### src/rtl/lcd_hd44780_driver.sv
// HD44780 8-bit write engine: one byte per req/ack handshake with RS/E/DB timing.
// Define LCD_INIT_EN to add the power-on wait and internal init sequence.
module lcd_hd44780_driver #(
    parameter int unsigned SETUP_CYCLES     = 2,
    parameter int unsigned PULSE_CYCLES     = 12,
    parameter int unsigned HOLD_CYCLES      = 2,
    parameter int unsigned EXEC_CYCLES      = 2000,
    parameter int unsigned LONG_EXEC_CYCLES = 80000,
    parameter int unsigned POWERON_CYCLES   = 2000000
) (
    input  logic       clk,
    input  logic       rst,
    input  logic [7:0] data,
    input  logic       data_is_cmd,
    input  logic       data_req,
    output logic       data_ack,
    output logic       lcd_rs,
    output logic       lcd_rw,
    output logic       lcd_e,
    output logic [7:0] lcd_db
);

    localparam int unsigned MAX_A = (SETUP_CYCLES > PULSE_CYCLES) ? SETUP_CYCLES : PULSE_CYCLES;
    localparam int unsigned MAX_B = (HOLD_CYCLES > EXEC_CYCLES) ? HOLD_CYCLES : EXEC_CYCLES;
    localparam int unsigned MAX_C = (LONG_EXEC_CYCLES > POWERON_CYCLES) ? LONG_EXEC_CYCLES : POWERON_CYCLES;
    localparam int unsigned MAX_D = (MAX_A > MAX_B) ? MAX_A : MAX_B;
    localparam int unsigned MAX_CYCLES = (MAX_C > MAX_D) ? MAX_C : MAX_D;
    localparam int unsigned TW = $clog2(MAX_CYCLES);

    // Timer is loaded with N-1 and the transition fires when it reads zero.
    localparam logic [TW-1:0] T_SETUP = TW'(SETUP_CYCLES - 1);
    localparam logic [TW-1:0] T_PULSE = TW'(PULSE_CYCLES - 1);
    localparam logic [TW-1:0] T_HOLD  = TW'(HOLD_CYCLES - 1);
    localparam logic [TW-1:0] T_EXEC  = TW'(EXEC_CYCLES - 1);
    localparam logic [TW-1:0] T_LONG  = TW'(LONG_EXEC_CYCLES - 1);

`ifdef LCD_INIT_EN
    typedef enum logic [2:0] {
        S_IDLE, S_SETUP, S_PULSE, S_HOLD, S_EXEC, S_ACK, S_PWR_WAIT
    } state_t;
    localparam state_t RESET_STATE = S_PWR_WAIT;
    localparam logic [TW-1:0] T_PWR = TW'(POWERON_CYCLES - 1);

    function automatic logic [7:0] init_byte(input logic [2:0] idx);
        case (idx)
            3'd0:    init_byte = 8'h38;
            3'd1:    init_byte = 8'h0C;
            3'd2:    init_byte = 8'h01;
            default: init_byte = 8'h06;
        endcase
    endfunction

    logic [2:0] init_idx, init_idx_nxt;
    logic       init_busy;
    assign init_busy = (init_idx != 3'd4);
`else
    typedef enum logic [2:0] {
        S_IDLE, S_SETUP, S_PULSE, S_HOLD, S_EXEC, S_ACK
    } state_t;
    localparam state_t RESET_STATE = S_IDLE;
`endif

    state_t        state, state_nxt;
    logic [TW-1:0] timer, timer_nxt;
    logic          e_nxt, rs_nxt, ack_nxt;
    logic [7:0]    db_nxt;
    logic          timer_zero, long_cmd;

    assign lcd_rw     = 1'b0;
    assign timer_zero = (timer == '0);
    assign long_cmd   = !lcd_rs && (lcd_db == 8'h01 || lcd_db == 8'h02 || lcd_db == 8'h03);

    always_ff @(posedge clk or posedge rst) begin
        if (rst) begin
            state    <= RESET_STATE;
            timer    <= '0;
            lcd_e    <= 1'b0;
            lcd_rs   <= 1'b0;
            lcd_db   <= '0;
            data_ack <= 1'b0;
`ifdef LCD_INIT_EN
            init_idx <= '0;
`endif
        end else begin
            state    <= state_nxt;
            timer    <= timer_nxt;
            lcd_e    <= e_nxt;
            lcd_rs   <= rs_nxt;
            lcd_db   <= db_nxt;
            data_ack <= ack_nxt;
`ifdef LCD_INIT_EN
            init_idx <= init_idx_nxt;
`endif
        end
    end

    always_comb begin
        state_nxt = state;
        timer_nxt = timer;
        e_nxt     = lcd_e;
        rs_nxt    = lcd_rs;
        db_nxt    = lcd_db;
        ack_nxt   = data_ack;
`ifdef LCD_INIT_EN
        init_idx_nxt = init_idx;
`endif
        case (state)
            S_IDLE: begin
`ifdef LCD_INIT_EN
                if (init_busy) begin
                    db_nxt    = init_byte(init_idx);
                    rs_nxt    = 1'b0;
                    timer_nxt = T_SETUP;
                    state_nxt = S_SETUP;
                end else
`endif
                if (data_req) begin
                    db_nxt    = data;
                    rs_nxt    = ~data_is_cmd;
                    timer_nxt = T_SETUP;
                    state_nxt = S_SETUP;
                end
            end
            S_SETUP: begin
                if (timer_zero) begin
                    e_nxt     = 1'b1;
                    timer_nxt = T_PULSE;
                    state_nxt = S_PULSE;
                end else begin
                    timer_nxt = timer - 1'b1;
                end
            end
            S_PULSE: begin
                if (timer_zero) begin
                    e_nxt     = 1'b0;
                    timer_nxt = T_HOLD;
                    state_nxt = S_HOLD;
                end else begin
                    timer_nxt = timer - 1'b1;
                end
            end
            S_HOLD: begin
                if (timer_zero) begin
                    timer_nxt = long_cmd ? T_LONG : T_EXEC;
                    state_nxt = S_EXEC;
                end else begin
                    timer_nxt = timer - 1'b1;
                end
            end
            S_EXEC: begin
                if (timer_zero) begin
`ifdef LCD_INIT_EN
                    // Init-sequence bytes return to IDLE silently.
                    if (init_busy) begin
                        init_idx_nxt = init_idx + 3'd1;
                        state_nxt    = S_IDLE;
                    end else begin
                        ack_nxt   = 1'b1;
                        state_nxt = S_ACK;
                    end
`else
                    ack_nxt   = 1'b1;
                    state_nxt = S_ACK;
`endif
                end else begin
                    timer_nxt = timer - 1'b1;
                end
            end
            S_ACK: begin
                if (!data_req) begin
                    ack_nxt   = 1'b0;
                    state_nxt = S_IDLE;
                end
            end
`ifdef LCD_INIT_EN
            // Power-on wait counts up from the cleared reset value.
            S_PWR_WAIT: begin
                if (timer == T_PWR) begin
                    timer_nxt = '0;
                    state_nxt = S_IDLE;
                end else begin
                    timer_nxt = timer + 1'b1;
                end
            end
`endif
            default: begin
                e_nxt     = 1'b0;
                ack_nxt   = 1'b0;
                state_nxt = S_IDLE;
            end
        endcase
    end

endmodule

### config.mk
export PLATFORM = sky130hd
export DESIGN_NAME = lcd_hd44780_driver
export DESIGN_NICKNAME = d
export VERILOG_FILES = /design/src/rtl/lcd_hd44780_driver.sv
export SDC_FILE = /design/constraint.sdc
export NUM_CORES = 1
export LEC_CHECK = 0
export ABC_CLOCK_PERIOD_IN_PS = 2100
export CORE_MARGIN = 10
export CORE_UTILIZATION = 25
export CTS_CLUSTER_SIZE = 10
export DETAILED_ROUTE_END_ITERATION = 10
export HOLD_SLACK_MARGIN = 0.03
export PLACE_DENSITY = 0.47
export SLEW_MARGIN = 20
export SYNTH_ARGS = -nofsm -noshare
export SYNTH_HDL_FRONTEND = slang
export SYNTH_SLANG_ARGS = --single-unit
### constraint.sdc
create_clock -name clk -period 2.1 [get_ports clk]
set_input_delay 0.63 -clock clk [delete_from_list [all_inputs] [get_ports clk]]
set_output_delay 0.63 -clock clk [all_outputs]
set_load 0.005 [all_outputs]
* Yosys cells after proc, flatten, opt, wreduce, memory -nomap -nowiden
Index checks and enable logic that the tools add are counted.
Word-level totals: output and inout bits 12, input port bits 12, register bits 35
Operators by class: add/subtract/negate cells 1, mux-type cells 19, bitwise operators 3, reductions and logical operators 14, equality and inequality tests 15
Operators with widths (count):
- $mux 21 | 5
- $pmux 21 s5 | 1
- $logic_not 21->1 | 1
- $sub 21x1->21 const B | 1
- $mux 3 | 6
- $pmux 3 s6 | 1
- $mux 17 | 1
- $eq 8x2->1 const B | 2
- $ne 2x2->1 const B | 7
- $reduce_and 3->1 | 3
- $eq 8x1->1 const B | 1
- $reduce_or 4->1 | 2
- $eq 3x2->1 const B | 2
- $eq 3x3->1 const B | 2
- $pmux 1 s3 | 2
- $reduce_and 6->1 | 1
- $reduce_bool 5->1 | 1
- $eq 3x1->1 const B | 1
- $logic_not 3->1 | 1
- $mux 1 | 3
- $not 1->1 | 3
- $logic_or 1x1->1 | 2
- $reduce_and 2->1 | 1
- $logic_and 1x1->1 | 1
- $logic_not 1->1 | 1

* Logic depth before layout (Yosys ltp)
Gate-level depths: netlist of run 1.
depth in word-level cells 7, mapped depth 9, mapped depth without buffers 8

* Worst setup path after synthesis of run 1
No wires, ideal clock.
path type register -> register, from reg lcd_db[2], to reg timer[11], required time 2.020 ns, arrival 1.973 ns, cell stages (with the launch flop) 7, path buffers 0, setup slack 0.046 ns, path through dfrtp_1 or4_4 nor4_2 o31ai_1 and2_1 or4b_1 o211ai_2
On the way: cells in the longest elaborated chain, start to end 7, elaborated cells on any way between the ends 9, those cells by class 3 x eq/ne; 3 x mux; 3 x reduce/logical
RTL lines:
- start, declared | line 20 | output logic [7:0] lcd_db
- start signal, assigned | line 89 | lcd_db <= db_nxt;
- $eq 8x1->1 / $eq 8x2->1 (equally long branches) | line 71 | assign long_cmd = !lcd_rs && (lcd_db == 8'h01 || lcd_db == 8'h02 || lcd_db == 8'h03);
- $logic_or 1x1->1 | line 71
- $logic_or 1x1->1 (*) | line 71
- $logic_and 1x1->1 (*) | line 71
- $mux 17 (*) | line 144 | timer_nxt = long_cmd ? T_LONG : T_EXEC;
- $mux 21 (*) | line 143 | if (timer_zero) begin
- $pmux 21 s5 (*) | line 107 | case (state)
- end signal, assigned | line 86 | timer <= timer_nxt;
- end, declared | line 64 | logic [TW-1:0] timer, timer_nxt;
Every way passes the cells marked *; elsewhere a longest branch is shown, timed or not. A chain may end at the register's enable or synchronous reset.

* Worst setup path in the final report of run 1
from reg timer[2], to reg timer[13]
On the way: cells in the longest elaborated chain, start to end 3, elaborated cells on any way between the ends 9, those cells by class 1 x add/sub; 1 x eq/ne; 5 x mux; 2 x reduce/logical
RTL lines:
- $sub 21x1->21 / $logic_not 21->1 (equally long branches)
- $mux 21, or another cell as far along | line 151 | if (timer_zero) begin
- $pmux 21 s5 / $reduce_and 3->1 (equally long branches)
Parallel ways exist; a longest one is shown, timed or not. The select of a mux whose other input is x is not followed.

==> results.cfg, run 1 <==
[global_routing]
grt_pass1_vias = 2239
antenna_found_initial = 0
grt_usage_pct = 10.8
gr-total-overflow = 0
grt_pass1_wl_um = 11600
grt_start_max_net_pins = 36

[sta]
worst_slack_ns = -0.0119
skew_ns = 0.00742
worst_pin_slew_ns = 0.497
fmax_mhz = 474
setup_violations = 1
whs_ns = 0.528
period_share_pct = 101
max_slew_margin_pct = 66.6
rsz0062_at_grt = true
final-hold-violation-count = 0
finalSetupTns_ns = -0.0119
period_minus_slack_ns = 2.11
drv_slew = 0

[route]
wl_per_cell_um = 15.6
drc_errors = 0
viasPerCell = 4.96
wirelength_um = 7230
first_iter_violations = 136
vias = 2295
ant_nets = 0
drt_first_pass_iters = 4

[layout]
antennaDiodeCount = 0
layout_commonest_cell = buf_4
drive_gt1_share_pct = 38.3
fillers = 884
final_core_util_pct = 39.0
areaGrowthSynthToFinish_pct = 51.7
layout_common_cells = 73 x buf_4, 35 x dfrtp_1, 26 x nor2_1
fin_nets = 368

[synthesis]
async_reset_ff_share_pct = 100
synthMuxAreaShare_pct = 4.96
synth_xor_area_share_pct = 1.56
synth-seq-cells = 35
synth-simple-area-share_pct = 26.3
ys_warn_count = 0
synth_cell_types = 55
yosysSeqAreaShare_pct = 39.0
synth_ff_type = dfrtp_1
synth_nets = 270
synth_edf_count = 0
post_synth.cell_area_avg_um2 = 8.77
syn_inst = 256
synth_top_family_by_area = simple AND/OR/NAND/NOR gates
synth_area_um2 = 2240
synthAdderAreaFrac_pct = 1.11
synth_compound_area_share_pct = 22.4

[place]
io_buffers = 22
dp_hpwl_um = 5340
gp_congestion = 0.804
place_ws_ns = -0.127

[run_status]
violations = negative setup slack
outcome = finished, violations left

[critical_path]
critical_path_arrival_ns = 2.29
crit_path_start_kind = flop
r2r-end = timer[13]$_DFFE_PP0P_
r2r_start = timer[2]$_DFFE_PP0P_
path_class = flop to flop
ff2ff_setup_slack_ns = -0.01
critPathMaxFanout = 6
end_kind = flop
reg2regPathDepth = 8
required_ns = 2.28

[pwr]
peakVddDrop_mv = 0.201
total_power_uw = 1240
power-per-cell-area_nw_per_um2 = 364
leakagePower_uw = 0.00143

[worst_hold_path]
holdPathEnd = lcd_db[5]$_DFFE_PP0P_
hold_class = flop to flop
hp-start = lcd_db[5]$_DFFE_PP0P_
min_path_cells = 1

[clock_network]
holdBufCountCts = 0
htree_levels = 2
clockBufferDepth = 2
cts_buffers = 5
root_buffer = clkbuf_8
clk_pin_slew_worst_paths_ns = 0.09
cts_tree = built
cts_sinks = 35
clock_latency_ns = 0.30

[floorplanning]
die_h_um = 115
start_util_pct = 25.7
io_pins = 24
core_um2 = 8720
row_count = 34
die_x_um = 115
fp.dieArea_um2 = 13200

[run]
drv_cap = 0
[kinds of logic after synthesis]
kind of cell,count (synthesis)
compound gates,78
mux,10
xor+xnor,4
simple gates,104
flops,35
buf+inv,22
fa+ha+maj,2
other cells,1
[what timing repair did]
item                       in CTS  in global routing
setup endpoints to repair      16                 21
buffers inserted                4                  7
pin swaps                       7                 14
gates resized for setup         9                 28
[through the flow]
| step | cells | area, µm² |
|---|---|---|
| floorplan | 256 | 2240 |
| global placement | 444 | 3070 |
| detailed placement | 444 | 3070 |
| CTS | 456 | 3240 |
| global route | 463 | 3400 |
| finish | 463 | 3400 |
[worst max-delay path, cell delays in order, from the launching register on]
cell and delay, ns:
dfrtp_1 0.43, nor4_4 0.42, nand3_4 0.21, buf_4 0.20
o31ai_4 0.24, a21oi_2 0.10, buf_4 0.17, o221ai_2 0.15
nand2_1 0.07
[per-layer routing]
| metal | GRT usage (%) | vias up | wire length [µm] |
|---|---|---|---|
| li1 | - | 1135 | - |
| met1 | 14.2 | 1113 | 3340 |
| met2 | 17.4 | 43 | 3560 |
| met3 | 2.29 | 4 | 277 |
| met4 | 3.30 | 0 | 50 |
| met5 | 0 | - | 0 |
[synthesized netlist by cell type, types with 2 or more instances]
library cell | count | area [µm²]
o21ai_1 | 7 | 35.0
nand3_1 | 11 | 55.1
a21oi_1 | 20 | 100
or3_1 | 2 | 12.5
xnor2_1 | 4 | 35.0
nor3b_1 | 3 | 22.5
mux2_2 | 9 | 101
nor4_4 | 2 | 42.5
and2_1 | 2 | 12.5
dfrtp_1 | 35 | 876
clkbuf_1 | 2 | 7.51
o31ai_1 | 3 | 22.5
o21ai_0 | 25 | 125
nor4_1 | 5 | 31.3
o211ai_1 | 2 | 15.0
and3_1 | 2 | 12.5
inv_1 | 11 | 41.3
or4_4 | 2 | 22.5
nor3_1 | 12 | 60.1
o31ai_2 | 2 | 25.0
o22a_1 | 2 | 17.5
nor2b_1 | 3 | 18.8
buf_2 | 5 | 25.0
nor2_1 | 29 | 109
ha_1 | 2 | 25.0
o211ai_2 | 2 | 25.0
a221oi_1 | 4 | 35.0
nand2_1 | 20 | 75.1
nor4_2 | 2 | 25.0
[power by group]
part	total, µW	internal [µW]	switching (µW)
Clock	525	237	287
Combinational	40.7	21.1	19.5
Sequential	673	673	0
[area by class of cell]
type / count / area (µm²) / area share (%)
clock buffers: 5 / 68.8 / 2.02
clock inverters: 3 / 23.8 / 0.698
inverters: 12 / 45.0 / 1.32
multi-input cells: 199 / 1410 / 41.5
flip-flops and latches: 35 / 876 / 25.7
well taps: 108 / 135 / 3.97
repair buffers: 101 / 845 / 24.8
[flip-flops by register name, indices dropped and copies added (netlist names)]
name      count
lcd_rs        1
data_ack      1
timer        21
lcd_e         1
lcd_db        8
state         3
[how the worst max path moves through the flow]
stage                          startpoint                     to  depth (start not counted)
floorplan           lcd_db[2]$_DFFE_PP0P_  timer[11]$_DFFE_PP0P_                          6
global placement                 data_req  timer[13]$_DFFE_PP0P_                          7
detailed placement               data_req  timer[13]$_DFFE_PP0P_                          7
CTS                  timer[5]$_DFFE_PP0P_  timer[12]$_DFFE_PP0P_                          6
global route         timer[2]$_DFFE_PP0P_  timer[13]$_DFFE_PP0P_                          8
finish               timer[2]$_DFFE_PP0P_  timer[13]$_DFFE_PP0P_                          8
(Power assumes the default switching activity.)
==> run 2: changes to the inputs <==
- ABC_AREA: default -> 1
- CORE_MARGIN: 10 -> default
==> run 2 against run 1 <==
Effect of this change:
- the flow now finishes without violations
- clock skew shrank 0.0038 ns
- first-iteration DRC count grew 21%
- power shrank 5.9%
- area after synthesis grew 0.84%
- synthesized cell count grew 21%
==> results.cfg, run 2 <==
[critical_path]
end_kind = flop
critical_path_arrival_ns = 2.11
max_stage_delay_ns = 0.43
r2r-end = timer[8]$_DFFE_PP0P_
reg2regPathDepth = 10
ff2ff_setup_slack_ns = 0.17
critical_path.cell_chain = nor2_1 -> nand2_2 -> nor2_4 -> nand3_2 -> nand2_2 -> nand2_1 -> nand2_1 -> nand2_1 -> nand2_1 -> o21ai_2
cp_top_family = simple AND/OR/NAND/NOR gates
cp_slowest_cell = dfrtp_1
critPathMaxFanout = 7
crit_path_start_kind = flop
path_class = flop to flop
critPathBufInv = 0
r2r_start = timer[12]$_DFFE_PP0P_
crit_path_frequent_cell = nand2_1
required_ns = 2.28

[worst_hold_path]
min_path_cells = 2
hold_class = flop to flop
holdPathEnd = lcd_e$_DFFE_PP0P_
hp-start = lcd_e$_DFFE_PP0P_

[route]
vias = 2043
drt_first_pass_iters = 4
wl_per_cell_um = 12.6
wirelength_um = 5670
first_iter_violations = 165
drc_errors = 0
ant_nets = 0
viasPerCell = 4.53

[layout]
fin_nets = 358
largest_reg_flops = 21
layout_commonest_cell = nand2_1
largest_register = timer
areaGrowthSynthToFinish_pct = 20.0
multi_input_area_um2 = 1200
stdcell_area_um2 = 2720
final-seq-area_um2 = 876
antennaDiodeCount = 0
layout_common_cells = 84 x nand2_1, 43 x nor2_1, 35 x inv_1, 35 x dfrtp_1, 32 x nand3_1
drive_gt1_share_pct = 13.7
reg_top3 = timer (21), lcd_db (8), state (3)
fillers = 962

[global_routing]
antenna_found_initial = 0
grt_start_max_net_pins = 36
grt_pass1_wl_um = 9920
grt_usage_pct = 13.1
grt_pass1_vias = 2043
gr-total-overflow = 0

[sta]
period_share_pct = 92.0
setup_violations = 0
period_minus_slack_ns = 1.93
worst_slack_ns = 0.168
final-hold-violation-count = 0
whs_ns = 0.482
rsz0062_at_grt = false
skew_ns = 0.00363
drv_slew = 0
finalSetupTns_ns = 0
fmax_mhz = 518

[synthesis]
synth_most_common_cell = nand2_1
synth-simple-area-share_pct = 37.3
syn_inst = 310
yosys-top-cells-area = dfrtp_1 39%, nand2_1 14%, nor2_1 7.1%, nand3_1 7.1%, inv_1 5.8%
synth_cell_types = 31
ys_warn_count = 0
yosysSeqAreaShare_pct = 38.7
synth_compound_area_share_pct = 7.57
synth_edf_count = 0
synth-seq-cells = 35
post_synth.cell_area_avg_um2 = 7.30
yosysTopAreaCell = dfrtp_1
synthAdderAreaFrac_pct = 1.11
post-synth-top-area-fraction_pct = 38.7
synth_top_cells_by_count = 84 x nand2_1, 43 x nor2_1, 35 x dfrtp_1, 35 x inv_1, 32 x nand3_1
synth_top_family_by_area = simple AND/OR/NAND/NOR gates
async_reset_ff_share_pct = 100
synth_xor_area_share_pct = 3.87
synth_nets = 324
synth_ff_type = dfrtp_1
synthMuxAreaShare_pct = 2.99
synth_area_um2 = 2260

[clock_network]
clock_latency_ns = 0.28
cts_sinks = 35
cts_resized = 0
post_cts_buffers = 0
holdBufCountCts = 0
cts_buffers = 5
htree_levels = 2
clockBufferDepth = 2
root_buffer = clkbuf_8
cts_tree = built
clk_pin_slew_worst_paths_ns = 0.07

[run_status]
outcome = complete, no violations

[pwr]
peakVddDrop_mv = 0.203
total_power_uw = 1170
power-per-cell-area_nw_per_um2 = 429
leakagePower_uw = 0.00131

[place]
io_buffers = 22
placed_area_um2 = 2640
dp_hpwl_um = 4290
gp_congestion = 0.863
place_ws_ns = 0.101

[floorplanning]
io_pins = 24
core_um2 = 8760
start_util_pct = 25.8
die_x_um = 97.2
row_count = 34
die_h_um = 97.2
fp.dieArea_um2 = 9440

[run]
drv_cap = 0
-- run 2: per-layer routing --
metal	part of all wire (%)	GRT usage, %	vias up
met2	45	21.1	58
met1	48	17.3	927
met4	1.3	4.25	0
li1	-	-	1050
met5	0	0	-
met3	6.1	2.95	8
-- run 2: final cells by class --
type / count / share of cell area (%)
multi-input combinational: 234 / 44.2
sequential: 35 / 32.3
timing repair buffer: 31 / 10.6
inverter: 37 / 5.30
tap: 108 / 4.98
clock buffer: 6 / 2.67
-- run 2: logic make-up after synthesis --
kind of cell | count (synthesis)
xor gates and xnor gates | 10
and+or+nand+nor | 187
AOI/OAI and AO/OA | 28
adders and majority gates | 2
buffers and inverters | 41
muxes | 6
other | 1
DFF | 35
-- run 2: report_power, final --
| part | internal [µW] | switching (µW) | total, µW | leakage [µW] |
|---|---|---|---|---|
| clock | 221 | 234 | 456 | 0.0000371 |
| sequential | 674 | 0 | 674 | 0.000393 |
| combinational | 19.2 | 17.1 | 36.3 | 0.000881 |
-- run 2: worst max-delay path by stage --
stage                                 end             startpoint  cells after the start
detailed placement  timer[17]$_DFFE_PP0P_               data_req                      8
finish               timer[8]$_DFFE_PP0P_  timer[12]$_DFFE_PP0P_                     10
global route        timer[10]$_DFFE_PP0P_   timer[0]$_DFFE_PP0P_                     11
global placement    timer[17]$_DFFE_PP0P_               data_req                      8
floorplan            timer[7]$_DFFE_PP0P_   timer[0]$_DFFE_PP0P_                     10
CTS                  timer[7]$_DFFE_PP0P_  timer[12]$_DFFE_PP0P_                     10
-- run 2: tightest hold or removal path, delay by kind of cell (launching register included) --
family | cells | cell delay, ns
AO/OA/AOI/OAI | 1 | 0.06
flip-flops | 1 | 0.34
AND/OR/NAND/NOR | 1 | 0.05
-- run 2: through the flow --
stage,instances,utilization (%)
floorplan,310,-
global placement,445,30.2
detailed placement,445,30.2
CTS,451,31.0
global route,451,31.0
finish,451,31.0
==> run 3: changes to the inputs <==
- CTS_CLUSTER_SIZE: 10 -> default
- RECOVER_POWER: default -> 50
- TNS_END_PERCENT: default -> 20
==> run 3 against run 2 <==
Effect of this change:
- wire length rose by 0.14%
- flip-flop and latch count stayed put
- sequential power is essentially flat
- hold slack about the same
- register-to-register slack barely moved
- clock power about the same
- largest cell class unchanged
- largest power group unchanged
==> results.cfg, run 3 (synthesis gave the netlist of run 2 again) <==
[pwr]
power-per-cell-area_nw_per_um2 = 430
leakagePower_uw = 0.00131
peakVddDrop_mv = 0.205

[sta]
worst_pin_slew_ns = 0.939
period_share_pct = 92.0
whs_ns = 0.482
max_slew_margin_pct = 37.4
final-hold-violation-count = 0
setup_violations = 0
finalSetupTns_ns = 0
fmax_mhz = 518
period_minus_slack_ns = 1.93
rsz0062_at_grt = false
skew_ns = 0.00348
drv_slew = 0

[clock_network]
clockBufferDepth = 2
root_buffer = clkbuf_8
cts_sinks = 35
cts_resized = 0
clock_latency_ns = 0.28
cts_tree = built
post_cts_buffers = 0
htree_levels = 2
cts_buffers = 5
clk_pin_slew_worst_paths_ns = 0.07
holdBufCountCts = 0

[run]
drv_cap = 0

[critical_path]
crit_start = timer[12]$_DFFE_PP0P_
r2r_start = timer[12]$_DFFE_PP0P_
critical_path_arrival_ns = 2.11
critPathMaxFanout = 7
end_kind = flop
required_ns = 2.28
path_class = flop to flop
crit_path_start_kind = flop

[floorplanning]
die_x_um = 97.2
fp.dieArea_um2 = 9440
die_h_um = 97.2
core_um2 = 8760
start_util_pct = 25.8
row_count = 34
io_pins = 24

[layout]
stdcell_area_um2 = 2710
largest_reg_flops = 21
drive_gt1_share_pct = 13.4
layout_commonest_cell = nand2_1
reg_top3 = timer (21), lcd_db (8), state (3)
antennaDiodeCount = 0
layout_common_cells = 84 x nand2_1, 43 x nor2_1, 35 x inv_1, 35 x dfrtp_1, 32 x nand3_1
fin_nets = 358
largest_register = timer
areaGrowthSynthToFinish_pct = 19.7

[route]
wl_per_cell_um = 12.6
wirelength_um = 5670
first_iter_violations = 165
vias = 2051
drt_first_pass_iters = 4
ant_nets = 0
drc_errors = 0
viasPerCell = 4.55

[global_routing]
grt_pass1_wl_um = 9920
antenna_found_initial = 0
grt_start_max_net_pins = 36
gr-total-overflow = 0
grt_pass1_vias = 2043
grt_usage_pct = 13.1

[run_status]
outcome = complete, no violations

[place]
dp_hpwl_um = 4290
io_buffers = 22
gp_congestion = 0.863
placed_area_um2 = 2640

[worst_hold_path]
hold_class = flop to flop
hp-start = lcd_e$_DFFE_PP0P_
## run 3: cell count changes in the layout (fill, tap and decap cells not counted), sizes merged
| cell | before | now |
|---|---|---|
| buf | 9 | 7 |
| clkbuf | 6 | 8 |
| clkdlybuf4s50 | 22 | 20 |
| dlygate4sd3 | 0 | 2 |
## run 3: power by group
group	switching [µW]	internal, µW
sequential	0	674
combinational	17.2	17.8
clock	235	221
## run 3: final cells by class
type,count,area [µm²]
multi-input combinational,234,1200
sequential,35,876
fill,962,6050
timing repair buffer,31,282
tap,108,135
clock buffer,6,72.6
inverter,37,144
## run 3: metal layers
metal / part of all wire [%] / track usage, % / wire length (µm) / vias to the layer above
met5: 0 / 0 / 0 / -
met3: 5.5 / 2.95 / 314 / 8
met4: 1.3 / 4.25 / 71 / 0
li1: - / - / - / 1051
met2: 44 / 21.1 / 2520 / 56
met1: 49 / 17.3 / 2760 / 936
## run 3: path summary, 6_finish.rpt
| check | slack, ns | end | cells past startpoint |
|---|---|---|---|
| worst max-delay path | 0.17 | timer[8]$_DFFE_PP0P_ | 10 |
| worst min-delay path | 0.48 | lcd_e$_DFFE_PP0P_ | 2 |
| worst max register to register | 0.17 | timer[8]$_DFFE_PP0P_ | 10 |
| worst min register to register | 0.48 | lcd_e$_DFFE_PP0P_ | 2 |
| max in group asynchronous | 0.45 | timer[16]$_DFFE_PP0P_ | 3 |
| min in group asynchronous | 1.07 | lcd_db[4]$_DFFE_PP0P_ | 3 |
## run 3: critical path: stages, from the launching register on
cell and delay [ns]:
dfrtp_1 0.43, nor2_1 0.26, nand2_2 0.15, nor2_4 0.14, nand3_2 0.16, nand2_2 0.13, nand2_1 0.24, nand2_1 0.13
nand2_1 0.06, nand2_1 0.07, o21ai_2 0.05
## run 3: stage by stage
stage | cells | worst slack [ns] | utilization [%] | total power [µW]
after detailed placement | 445 | 0.101 | 30.2 | 725
final | 451 | 0.168 | 30.9 | 1170
after global routing | 451 | 0.0101 | 30.9 | 1220
after global placement | 445 | 0.133 | 30.2 | 725
after CTS | 451 | 0.154 | 31.0 | 1190
after floorplan | 310 | 0.586 | - | 699
